==> src/rtl/palette_mapper_if.sv <==
// Bundles the palette-write, pixel-index, fade-control and VGA colour signals of palette_mapper.
// The master side (the index generators / host) drives pixels, palette writes and fade requests.
interface palette_mapper_if #(
  parameter int IDX_W      = 4,
  parameter int NUM_LAYERS = 2
);
  logic                        pal_we;
  logic [IDX_W-1:0]            pal_waddr;
  logic [23:0]                 pal_wdata;
  logic                        pix_valid;
  logic [IDX_W-1:0]            bg_idx;
  logic [NUM_LAYERS-1:0]       layer_hit;
  logic [NUM_LAYERS*IDX_W-1:0] layer_idx;
  logic                        frame_tick;
  logic [2:0]                  fade_target;
  logic [7:0]                  VGA_R;
  logic [7:0]                  VGA_G;
  logic [7:0]                  VGA_B;
  logic                        out_valid;
  logic                        fade_busy;

  modport master (
    output pal_we, pal_waddr, pal_wdata, pix_valid, bg_idx, layer_hit, layer_idx,
           frame_tick, fade_target,
    input  VGA_R, VGA_G, VGA_B, out_valid, fade_busy
  );

  modport slave (
    input  pal_we, pal_waddr, pal_wdata, pix_valid, bg_idx, layer_hit, layer_idx,
           frame_tick, fade_target,
    output VGA_R, VGA_G, VGA_B, out_valid, fade_busy
  );
endinterface

==> src/rtl/palette_mapper.sv <==
// Three-stage colour mapper: sprite/background select, writable palette lookup, then a
// frame-stepped brightness fade applied to every channel before the VGA outputs.
module palette_mapper #(
  parameter int IDX_W           = 4,
  parameter int NUM_LAYERS      = 2,
  parameter int TRANSPARENT_IDX = 0
) (
  input  logic             Clk,
  input  logic             Reset,
  palette_mapper_if.slave  bus
);

  localparam int               DEPTH  = 2**IDX_W;
  localparam logic [IDX_W-1:0] TRANSP = IDX_W'(TRANSPARENT_IDX);

  typedef enum logic {STEADY, STEPPING} fadeState_t;

  function automatic logic [23:0] palDefault(input int i);
    case (i)
      0:       return 24'hFF00FF;
      1:       return 24'h2D2D0C;
      2:       return 24'h282807;
      3:       return 24'h202000;
      default: return 24'h000000;
    endcase
  endfunction

  function automatic logic [7:0] fadeChan(input logic [7:0] c, input logic [3:0] s);
    return 8'(({4'b0, c} * {8'b0, s}) >> 3);
  endfunction

  logic [23:0]      r_pal [DEPTH];
  logic [IDX_W-1:0] r_s1Idx;
  logic             r_s1Valid;
  logic [23:0]      r_s2Rgb;
  logic             r_s2Valid;
  logic [7:0]       r_vgaR;
  logic [7:0]       r_vgaG;
  logic [7:0]       r_vgaB;
  logic             r_outValid;
  fadeState_t       r_fadeState;
  fadeState_t       w_nextState;
  logic [2:0]       r_fadeLevel;
  logic [2:0]       w_nextLevel;
  logic [2:0]       w_stepLevel;
  logic [IDX_W-1:0] w_winIdx;
  logic [3:0]       w_scale;

  // Walk from the lowest priority layer upward so the highest-priority opaque hit wins last.
  always_comb begin
    w_winIdx = bus.bg_idx;
    for (int k = NUM_LAYERS - 1; k >= 0; k--) begin
      if (bus.layer_hit[k] && (bus.layer_idx[k*IDX_W +: IDX_W] != TRANSP)) begin
        w_winIdx = bus.layer_idx[k*IDX_W +: IDX_W];
      end
    end
  end

  always_ff @(posedge Clk) begin
    if (Reset) begin
      for (int i = 0; i < DEPTH; i++) begin
        r_pal[i] <= palDefault(i);
      end
    end else if (bus.pal_we) begin
      r_pal[bus.pal_waddr] <= bus.pal_wdata;
    end
  end

  // The lookup samples the array before this edge's write lands, giving old-data on collision.
  always_ff @(posedge Clk) begin
    if (Reset) begin
      r_s1Idx   <= '0;
      r_s1Valid <= 1'b0;
      r_s2Rgb   <= '0;
      r_s2Valid <= 1'b0;
    end else begin
      r_s1Idx   <= w_winIdx;
      r_s1Valid <= bus.pix_valid;
      r_s2Rgb   <= r_pal[r_s1Idx];
      r_s2Valid <= r_s1Valid;
    end
  end

  assign w_scale = 4'd8 - {1'b0, r_fadeLevel};

  always_ff @(posedge Clk) begin
    if (Reset) begin
      r_vgaR     <= '0;
      r_vgaG     <= '0;
      r_vgaB     <= '0;
      r_outValid <= 1'b0;
    end else begin
      r_outValid <= r_s2Valid;
      r_vgaR     <= r_s2Valid ? fadeChan(r_s2Rgb[23:16], w_scale) : 8'h00;
      r_vgaG     <= r_s2Valid ? fadeChan(r_s2Rgb[15:8],  w_scale) : 8'h00;
      r_vgaB     <= r_s2Valid ? fadeChan(r_s2Rgb[7:0],   w_scale) : 8'h00;
    end
  end

  always_ff @(posedge Clk) begin
    if (Reset) begin
      r_fadeState <= STEADY;
      r_fadeLevel <= '0;
    end else begin
      r_fadeState <= w_nextState;
      r_fadeLevel <= w_nextLevel;
    end
  end

  // A target change is seen directly, so a tick always steps toward the latest request.
  always_comb begin
    w_nextState = r_fadeState;
    w_nextLevel = r_fadeLevel;
    w_stepLevel = r_fadeLevel;
    if (r_fadeLevel < bus.fade_target) begin
      w_stepLevel = r_fadeLevel + 3'd1;
    end else if (r_fadeLevel > bus.fade_target) begin
      w_stepLevel = r_fadeLevel - 3'd1;
    end
    case (r_fadeState)
      STEADY: begin
        if (r_fadeLevel != bus.fade_target) begin
          w_nextState = STEPPING;
          if (bus.frame_tick) begin
            w_nextLevel = w_stepLevel;
          end
        end
      end
      STEPPING: begin
        if (bus.frame_tick) begin
          w_nextLevel = w_stepLevel;
        end
        w_nextState = (w_nextLevel == bus.fade_target) ? STEADY : STEPPING;
      end
      default: w_nextState = STEADY;
    endcase
  end

  assign bus.VGA_R     = r_vgaR;
  assign bus.VGA_G     = r_vgaG;
  assign bus.VGA_B     = r_vgaB;
  assign bus.out_valid = r_outValid;
  assign bus.fade_busy = !Reset && (r_fadeLevel != bus.fade_target);

endmodule

==> src/flat_wrapper.sv <==
// flat-port wrapper written by rule: the top's interface ports become plain ports
module palette_mapper_flat 
#(
  parameter int IDX_W           = 4,
  parameter int NUM_LAYERS      = 2,
  parameter int TRANSPARENT_IDX = 0
)
  (Clk, Reset, bus_pal_we, bus_pal_waddr, bus_pal_wdata, bus_pix_valid, bus_bg_idx, bus_layer_hit, bus_layer_idx, bus_frame_tick, bus_fade_target, bus_VGA_R, bus_VGA_G, bus_VGA_B, bus_out_valid, bus_fade_busy);
  palette_mapper_if #(.IDX_W(IDX_W), .NUM_LAYERS(NUM_LAYERS)) bus_i ();
  input  logic Clk;
  input  logic Reset;
  input wire logic [$bits(bus_i.pal_we)-1:0] bus_pal_we;
  input wire logic [$bits(bus_i.pal_waddr)-1:0] bus_pal_waddr;
  input wire logic [$bits(bus_i.pal_wdata)-1:0] bus_pal_wdata;
  input wire logic [$bits(bus_i.pix_valid)-1:0] bus_pix_valid;
  input wire logic [$bits(bus_i.bg_idx)-1:0] bus_bg_idx;
  input wire logic [$bits(bus_i.layer_hit)-1:0] bus_layer_hit;
  input wire logic [$bits(bus_i.layer_idx)-1:0] bus_layer_idx;
  input wire logic [$bits(bus_i.frame_tick)-1:0] bus_frame_tick;
  input wire logic [$bits(bus_i.fade_target)-1:0] bus_fade_target;
  output wire logic [$bits(bus_i.VGA_R)-1:0] bus_VGA_R;
  output wire logic [$bits(bus_i.VGA_G)-1:0] bus_VGA_G;
  output wire logic [$bits(bus_i.VGA_B)-1:0] bus_VGA_B;
  output wire logic [$bits(bus_i.out_valid)-1:0] bus_out_valid;
  output wire logic [$bits(bus_i.fade_busy)-1:0] bus_fade_busy;
  assign bus_i.pal_we = bus_pal_we;
  assign bus_i.pal_waddr = bus_pal_waddr;
  assign bus_i.pal_wdata = bus_pal_wdata;
  assign bus_i.pix_valid = bus_pix_valid;
  assign bus_i.bg_idx = bus_bg_idx;
  assign bus_i.layer_hit = bus_layer_hit;
  assign bus_i.layer_idx = bus_layer_idx;
  assign bus_i.frame_tick = bus_frame_tick;
  assign bus_i.fade_target = bus_fade_target;
  assign bus_VGA_R = bus_i.VGA_R;
  assign bus_VGA_G = bus_i.VGA_G;
  assign bus_VGA_B = bus_i.VGA_B;
  assign bus_out_valid = bus_i.out_valid;
  assign bus_fade_busy = bus_i.fade_busy;
  palette_mapper #(.IDX_W(IDX_W), .NUM_LAYERS(NUM_LAYERS), .TRANSPARENT_IDX(TRANSPARENT_IDX)) u_core (.Clk(Clk), .Reset(Reset), .bus(bus_i));
endmodule
==> config.mk <==
export PLATFORM = sky130hd
export DESIGN_NAME = palette_mapper_flat
export DESIGN_NICKNAME = d
export VERILOG_FILES = /design/src/rtl/palette_mapper_if.sv /design/src/rtl/palette_mapper.sv /design/src/flat_wrapper.sv
export SDC_FILE = /design/constraint.sdc
export NUM_CORES = 1
export LEC_CHECK = 0
export ABC_AREA = 1
export CORE_ASPECT_RATIO = 0.5
export CORE_MARGIN = 4
export CORE_UTILIZATION = 56
export DETAILED_ROUTE_END_ITERATION = 12
export PLACE_DENSITY_LB_ADDON = 0.15
export REMOVE_ABC_BUFFERS = 1
export SETUP_SLACK_MARGIN = 0.4
export SYNTH_ARGS = -nofsm -noshare
export SYNTH_HDL_FRONTEND = slang
export SYNTH_SLANG_ARGS = --single-unit
==> constraint.sdc <==
create_clock -name Clk -period 3.9 [get_ports Clk]
set_input_delay 1.17 -clock Clk [delete_from_list [all_inputs] [get_ports Clk]]
set_output_delay 1.17 -clock Clk [all_outputs]
set_load 0.02 [all_outputs]
==> results of run 1 <==
-- Yosys cell counts --
library cell	n
sky130_fd_sc_hd__xnor2_1	2
sky130_fd_sc_hd__o221ai_1	68
sky130_fd_sc_hd__o211ai_1	32
sky130_fd_sc_hd__dfxtp_1	59
sky130_fd_sc_hd__a21boi_0	1
sky130_fd_sc_hd__xor2_1	5
sky130_fd_sc_hd__nor2_2	1
sky130_fd_sc_hd__nand2_1	187
sky130_fd_sc_hd__o21ai_0	185
sky130_fd_sc_hd__nand3_1	49
sky130_fd_sc_hd__o21ai_1	30
sky130_fd_sc_hd__o22ai_1	28
sky130_fd_sc_hd__edfxtp_1	384
sky130_fd_sc_hd__nor3_4	1
sky130_fd_sc_hd__nor2_4	1
sky130_fd_sc_hd__o21a_1	1
sky130_fd_sc_hd__or2_1	1
sky130_fd_sc_hd__buf_6	11
sky130_fd_sc_hd__a211oi_1	1
sky130_fd_sc_hd__buf_1	1
sky130_fd_sc_hd__buf_8	1
sky130_fd_sc_hd__clkbuf_4	2
sky130_fd_sc_hd__nand2_2	2
sky130_fd_sc_hd__a221oi_1	4
sky130_fd_sc_hd__a21oi_1	65
sky130_fd_sc_hd__buf_2	44
sky130_fd_sc_hd__or2_2	2
sky130_fd_sc_hd__nor2_1	597
sky130_fd_sc_hd__clkbuf_1	71
sky130_fd_sc_hd__nand4_1	3
sky130_fd_sc_hd__clkbuf_2	12
sky130_fd_sc_hd__o2111ai_1	1
sky130_fd_sc_hd__nand3b_1	1
sky130_fd_sc_hd__clkinv_1	1
sky130_fd_sc_hd__nor3_2	1
sky130_fd_sc_hd__buf_4	3
sky130_fd_sc_hd__o31ai_1	1
sky130_fd_sc_hd__a21oi_2	2
sky130_fd_sc_hd__inv_2	5
sky130_fd_sc_hd__ha_1	41
sky130_fd_sc_hd__inv_1	188
sky130_fd_sc_hd__fa_1	36
-- timing repair --
action                     CTS  global route
pin swaps                    3             3
setup buffers                0             6
setup endpoints to repair    8            14
resized for setup           13            30
cloned                       0             1
-- power breakdown --
group          leakage, nW  switching [mW]  internal (mW)
logic                 4.61            1.53          0.834
registers             4.17           0.126           5.43
clock network        0.604            1.78           2.12
-- through the flow --
step	hold slack, ns	util	area, um2	setup WS, ns
final	0.404	0.642	24000	0.550
after global routing	0.430	0.642	24000	0.367
after CTS	0.406	0.637	23800	0.405
after detailed placement	0.397	0.602	22500	-0.175
after global placement	0.398	0.602	22500	-0.149
after floorplan	0.388	-	20500	-2.24
-- logic make-up after synthesis --
family,after synthesis,synth area share
and+or+nand+nor,846,0.155
DFF,443,0.598
AOI/OAI and AO/OA,419,0.118
buffers and inverters,339,0.0685
adders and majority gates,77,0.0580
xor gates and xnor gates,7,0.00288
-- critical path, cell delays in order --
cell,delay [ns]
sky130_fd_sc_hd__dlygate4sd2_1,0.23
sky130_fd_sc_hd__inv_2,0.06
sky130_fd_sc_hd__ha_4,0.26
sky130_fd_sc_hd__nand2_1,0.06
sky130_fd_sc_hd__nor2_2,0.11
sky130_fd_sc_hd__inv_1,0.06
sky130_fd_sc_hd__nand2_1,0.05
sky130_fd_sc_hd__inv_1,0.03
sky130_fd_sc_hd__buf_4,0.14
-- flip-flops by register name, summed over array words and instances (netlist names) --
signal and flops:
u_core.bus.out_valid 1, u_core.r_s2Rgb 24, u_core.r_s2Valid 1, u_core.r_s1Valid 1, u_core.bus.VGA_R 8, u_core.r_fadeState 1
u_core.r_fadeLevel 3, u_core.r_pal 384, u_core.bus.VGA_G 8, u_core.bus.VGA_B 8, u_core.r_s1Idx 4
-- routing by layer --
layer	vias to the layer above	wire [um]	GRT usage
met3	106	7260	0.0662
met1	7781	23900	0.406
met4	4	1250	0.0674
li1	7350	-	-
met5	-	26	0
met2	867	26100	0.427
-- final cells by class --
type	count	area, um2
fillers	2981	13400
flip-flops and latches	443	12700
multi-input cells	1349	7200
repair buffers	158	1460
clock buffers	55	1100
inverters	194	737
well taps	494	618
clock inverters	20	169
repair inverters	1	7.51
-- worst paths after layout --
kind / cells after the start / from / end / slack, ns
worst max-delay path: 9 / bus_fade_target[2] / bus_fade_busy / 0.55
worst min-delay path: 2 / u_core.r_s1Valid$_SDFF_PP0_ / u_core.r_s2Valid$_SDFF_PP0_ / 0.40
worst max register to register: 19 / u_core.r_fadeLevel[1]$_SDFFE_PP0P_ / u_core.bus.VGA_R[5]$_SDFF_PP0_ / 0.60
worst min register to register: 2 / u_core.r_s1Valid$_SDFF_PP0_ / u_core.r_s2Valid$_SDFF_PP0_ / 0.40
==> run summary, run 1 <==
Clock transition at path regs -> 0.06 ns
Iteration-0 DRC Markers -> 1882
Post-Synthesis Cell Area -> 21300 um2
Placed Instances -> 2632
Drt total wl -> 58500 um
Wire length of the first global-routing pass -> 88700 um
Period utilisation layout -> 0.859
Overall power consumption -> 11.8 mW
Die Height -> 146 um
Maximum clock path buffer count -> 3
Number of sinks handled by clock tree synthesis -> 443
Synth area leader -> sky130_fd_sc_hd__edfxtp_1
Routed Antenna Nets -> 0
Via total after detailed routing -> 16108
ANT cells -> 0
Row count -> 50
Worst endpoint required time -> 2.73 ns
Final cell count without fillers -> 2714
Count of maximum capacitance violations -> 0
Via density -> 5.94
Proportion of synthesized chip area in sequential cells -> 0.598
GP Congestion -> 0.855
Number of buffers added on ports -> 75
Time the final worst path needs with I/O delays and setup -> 3.35 ns
Post-synth top area share -> 0.543
Critical Path Start Type -> primary input
Detail-routed net length per standard cell -> 21.6 um
Number of iterations in the first detailed-routing pass -> 7
Clock latency on the worst-skew pair -> 0.57 ns
Average footprint of a synthesized cell -> 9.97 um2
Starting utilization of the core area -> 0.568
Root Buffer -> sky130_fd_sc_hd__clkbuf_16
Core Box Area -> 37400 um2
Leakage power of the design -> 9.38 nW
Remaining Overflow, GRT -> 0
Vias in the first global route -> 15189
Power per cell area -> 493 nW/um2
Total track usage -> 0.279
Clock tree from TritonCTS -> built
Largest net degree at the start of global routing -> 97
Layout Skew -> 0.0181 ns
Worst-case headroom to the max-slew limit -> 0.230
CTS Buf Count -> 41
Result of the run -> complete, no violations
Unique masters post-synth -> 42
Net count reported at finish -> 2315
Number of H-tree levels -> 2
RSZ-0062 raised after global routing -> no
Achievable clock frequency -> 299 MHz
Setup CP Type -> primary input to primary output
I/O pin count -> 76
VDD IR-drop max -> 0.289 mV
Cell types with the largest area share after synthesis -> sky130_fd_sc_hd__edfxtp_1 54%, sky130_fd_sc_hd__nor2_1 11%, sky130_fd_sc_hd__dfxtp_1 5.6%, sky130_fd_sc_hd__o21ai_0 4.4%, sky130_fd_sc_hd__fa_1 3.4%
Hold Vio Cnt, Final -> 0
CP Data Arrival Time -> 2.18 ns
# setup viols final -> 0
Class of the worst hold path -> flop to flop
Most common cell after layout, fill and taps aside -> sky130_fd_sc_hd__nor2_1
Area growth from synthesis to layout -> 13.0%
Number of antenna violations at the first check in global routing -> 5
CTS Hold Bufs -> 0
Slew Limit Fails -> 0
Area enclosed by the die boundary -> 41300 um2
Leading cell types in the layout, fill and taps excluded -> 594 x sky130_fd_sc_hd__nor2_1, 384 x sky130_fd_sc_hd__edfxtp_1, 185 x sky130_fd_sc_hd__nand2_1, 185 x sky130_fd_sc_hd__o21ai_0, 183 x sky130_fd_sc_hd__inv_1
Warning count from the yosys run -> 0
Final sum of negative setup slack -> 0 ns
Slew at the pin with the worst max-slew slack -> 1.15 ns
DP Wirelength -> 34800 um
DRC viols -> 0
Peak fanout along the critical path -> 2
Share of layout cells above drive strength 1 -> 0.0806
Worst setup EP type -> primary output
Number of flip-flops and latches in the synthesized netlist -> 443
Synthesized instance count -> 2131
Die width -> 284 um
Note: power is estimated with default switching activity, not from simulation.
==> run 2: changes to the inputs <==
Settings changed: CORE_UTILIZATION 56 to 55.
==> run 2 against run 1 <==
Effect of this change: count of clock-buffer cells in the layout grew 1; clock power up 4%; total power grew 1.2%; first-iteration DRC count rose by 11%; via count up 0.69%; routed wire length is 2.5% higher; clock skew about the same; register-to-register slack got worse by 0.06 ns; die area increased by 1.7%; sequential share of layout area decreased by 0.44 points; maximum frequency is 0.22% lower; critical endpoint unchanged.
==> run summary, run 2 (same netlist as run 1, synthesis figures left out) <==
Most common cell after layout, fill and taps aside -> sky130_fd_sc_hd__nor2_1
Die width -> 286 um (+0.88%)
Class of the worst hold path -> flop to flop
DP Wirelength -> 36200 um (+4.0%)
Peak fanout along the critical path -> 2 (unchanged)
Layout Skew -> 0.0178 ns (-0.000323 ns)
Critical Path Start Type -> primary input
Maximum clock path buffer count -> 3 (unchanged)
Leakage power of the design -> 9.48 nW (+1.0%)
Time the final worst path needs with I/O delays and setup -> 3.36 ns (+0.00739 ns)
Vias in the first global route -> 15282 (+0.61%)
Placed Instances -> 2668 (+1.4%)
VDD IR-drop max -> 0.303 mV (+4.6%)
Hold Vio Cnt, Final -> 0 (unchanged)
Wire length of the first global-routing pass -> 90400 um (+1.9%)
RSZ-0062 raised after global routing -> yes
# setup viols final -> 0 (unchanged)
Row count -> 50 (unchanged)
Power per cell area -> 494 nW/um2 (+0.35%)
CTS Buf Count -> 41 (unchanged)
Register bank with the most flops -> u_core.r_pal
Reg-to-Reg End -> u_core.bus.VGA_G[7]$_SDFF_PP0_
Clock transition at path regs -> 0.06 ns (about the same)
Total track usage -> 0.280 (+0.00159)
Final cell count without fillers -> 2756 (+1.5%)
Area enclosed by the die boundary -> 42000 um2 (+1.7%)
Largest register FFs -> 384 (unchanged)
Count of cells along the worst hold path -> 2 (unchanged)
Net count reported at finish -> 2330 (+0.65%)
Die Height -> 147 um (+0.85%)
Worst reg2reg startpoint -> u_core.r_fadeLevel[0]$_SDFFE_PP0P_
Final setup slack of the worst path -> 0.543 ns (-0.00739 ns)
Result of the run -> complete, no violations
Area growth from synthesis to layout -> 13.9%
Number of buffers added on ports -> 75 (unchanged)
CTS Hold Bufs -> 0 (unchanged)
Slew at the pin with the worst max-slew slack -> 0.945 ns (-0.209 ns)
Starting utilization of the core area -> 0.563 (-0.00564)
Routed Antenna Nets -> 0 (unchanged)
Worst setup EP type -> primary output
Number of sinks handled by clock tree synthesis -> 443 (unchanged)
Drt total wl -> 60000 um (+2.5%)
Source of the worst hold timing path -> u_core.r_s1Valid$_SDFF_PP0_
Core Box Area -> 37800 um2 (+1.0%)
Share of layout cells above drive strength 1 -> 0.0881 (+0.00751)
Iteration-0 DRC Markers -> 2082 (+11%)
DP Worst Slack -> -0.163 ns (+0.0124 ns)
Remaining Overflow, GRT -> 0 (unchanged)
Via total after detailed routing -> 16219 (+0.69%)
Root Buffer -> sky130_fd_sc_hd__clkbuf_16
Setup CP Type -> primary input to primary output
Slew Limit Fails -> 0 (unchanged)
Number of cells on the worst reg-to-reg path -> 18 (-1)
Final hold slack -> 0.412 ns (+0.00792 ns)
Clock latency on the worst-skew pair -> 0.55 ns (-0.02 ns)
DRC viols -> 0 (unchanged)
Number of iterations in the first detailed-routing pass -> 5 (-2)
Largest registers in the final layout -> u_core.r_pal x384, u_core.r_s2Rgb x24
Via density -> 5.88 (-0.85%)
Number of H-tree levels -> 2 (unchanged)
Clock tree from TritonCTS -> built
Register-to-register setup slack -> 0.54 ns (-0.06 ns)
Achievable clock frequency -> 298 MHz (-0.22%)
Count of maximum capacitance violations -> 0 (unchanged)
Period utilisation layout -> 0.861 (+0.00189)
Worst-case headroom to the max-slew limit -> 0.369 (+0.139)
CP Data Arrival Time -> 2.19 ns (about the same)
GP Congestion -> 0.848 (-0.83%)
Detail-routed net length per standard cell -> 21.8 um (+0.93%)
Number of antenna violations at the first check in global routing -> 1 (-4)
Worst endpoint required time -> 2.73 ns (about the same)
I/O pin count -> 76 (unchanged)
Endpoint, Worst Hold -> u_core.r_s2Valid$_SDFF_PP0_
Largest net degree at the start of global routing -> 97 (unchanged)
Leading cell types in the layout, fill and taps excluded -> 596 x sky130_fd_sc_hd__nor2_1, 384 x sky130_fd_sc_hd__edfxtp_1, 184 x sky130_fd_sc_hd__nand2_1, 184 x sky130_fd_sc_hd__o21ai_0, 181 x sky130_fd_sc_hd__inv_1
==> run 2: final cells by class <==
cell class	count	area (um2)
Antenna cell	1	2.50
Clock buffer	56	1120
Clock inverter	19	181
Fill cell	3086	13600
Inverter	194	741
Multi-Input combinational cell	1349	7170
Sequential cell	443	12700
Tap cell	520	651
Timing Repair Buffer	173	1620
Timing Repair inverter	1	7.51
==> run 2: through the flow <==
step                setup TNS, ns  total power [mW]  cell area, um2  utilization
finish                          0              12.0           24200        0.641
global route                    0              12.5           24200        0.641
CTS                             0              11.8           24100        0.637
detailed placement         -0.163              7.82           22700        0.601
global placement           -0.166              7.77           22700        0.601
floorplan                  -53.26              7.03           20500            -
==> run 2: timing repair <==
| action | 4_1_cts | 5_1_grt |
|---|---|---|
| pin swaps | 3 | 4 |
| setup endpoints to repair | 6 | 13 |
| setup buffers | 3 | 8 |
| cloned | 0 | 1 |
| resized for setup | 14 | 24 |
==> run 2: worst max-delay path, cell delays in order <==
cell and delay, ns:
sky130_fd_sc_hd__dlygate4sd2_1 0.24, sky130_fd_sc_hd__inv_2 0.06, sky130_fd_sc_hd__ha_4 0.26, sky130_fd_sc_hd__nand2_1 0.07, sky130_fd_sc_hd__nor2_2 0.10, sky130_fd_sc_hd__inv_1 0.06
sky130_fd_sc_hd__nand2_1 0.05, sky130_fd_sc_hd__inv_1 0.03, sky130_fd_sc_hd__buf_4 0.14
==> run 2: worst max path at each step <==
stage                                        from                        endpoint  slack [ns]  cells past startpoint
2_1_floorplan        u_core.r_s1Idx[0]$_SDFF_PP0_   u_core.r_s2Rgb[16]$_SDFF_PP0_       -2.24                      5
3_3_place_gp                   bus_fade_target[2]                   bus_fade_busy       -0.17                      9
3_5_place_dp                   bus_fade_target[2]                   bus_fade_busy       -0.16                      9
4_1_cts        u_core.r_fadeLevel[0]$_SDFFE_PP0P_  u_core.bus.VGA_G[7]$_SDFF_PP0_        0.40                     15
5_1_grt        u_core.r_fadeLevel[0]$_SDFFE_PP0P_  u_core.bus.VGA_G[6]$_SDFF_PP0_        0.37                     18
6_report                       bus_fade_target[1]                   bus_fade_busy        0.54                      9
==> run 2: layer usage <==
layer / part of all wire / vias to the layer above / global-route usage
met1: 0.41 / 7852 / 0.411
li1: - / 7376 / -
met5: 0.00022 / - / 0
met4: 0.022 / 2 / 0.0709
met2: 0.44 / 879 / 0.429
met3: 0.12 / 110 / 0.0619
==> run 2: power breakdown <==
part / total, mW / switching (mW) / internal, mW
Combinational: 2.35 / 1.52 / 0.828
Sequential: 5.56 / 0.132 / 5.43
Clock: 4.06 / 1.82 / 2.24
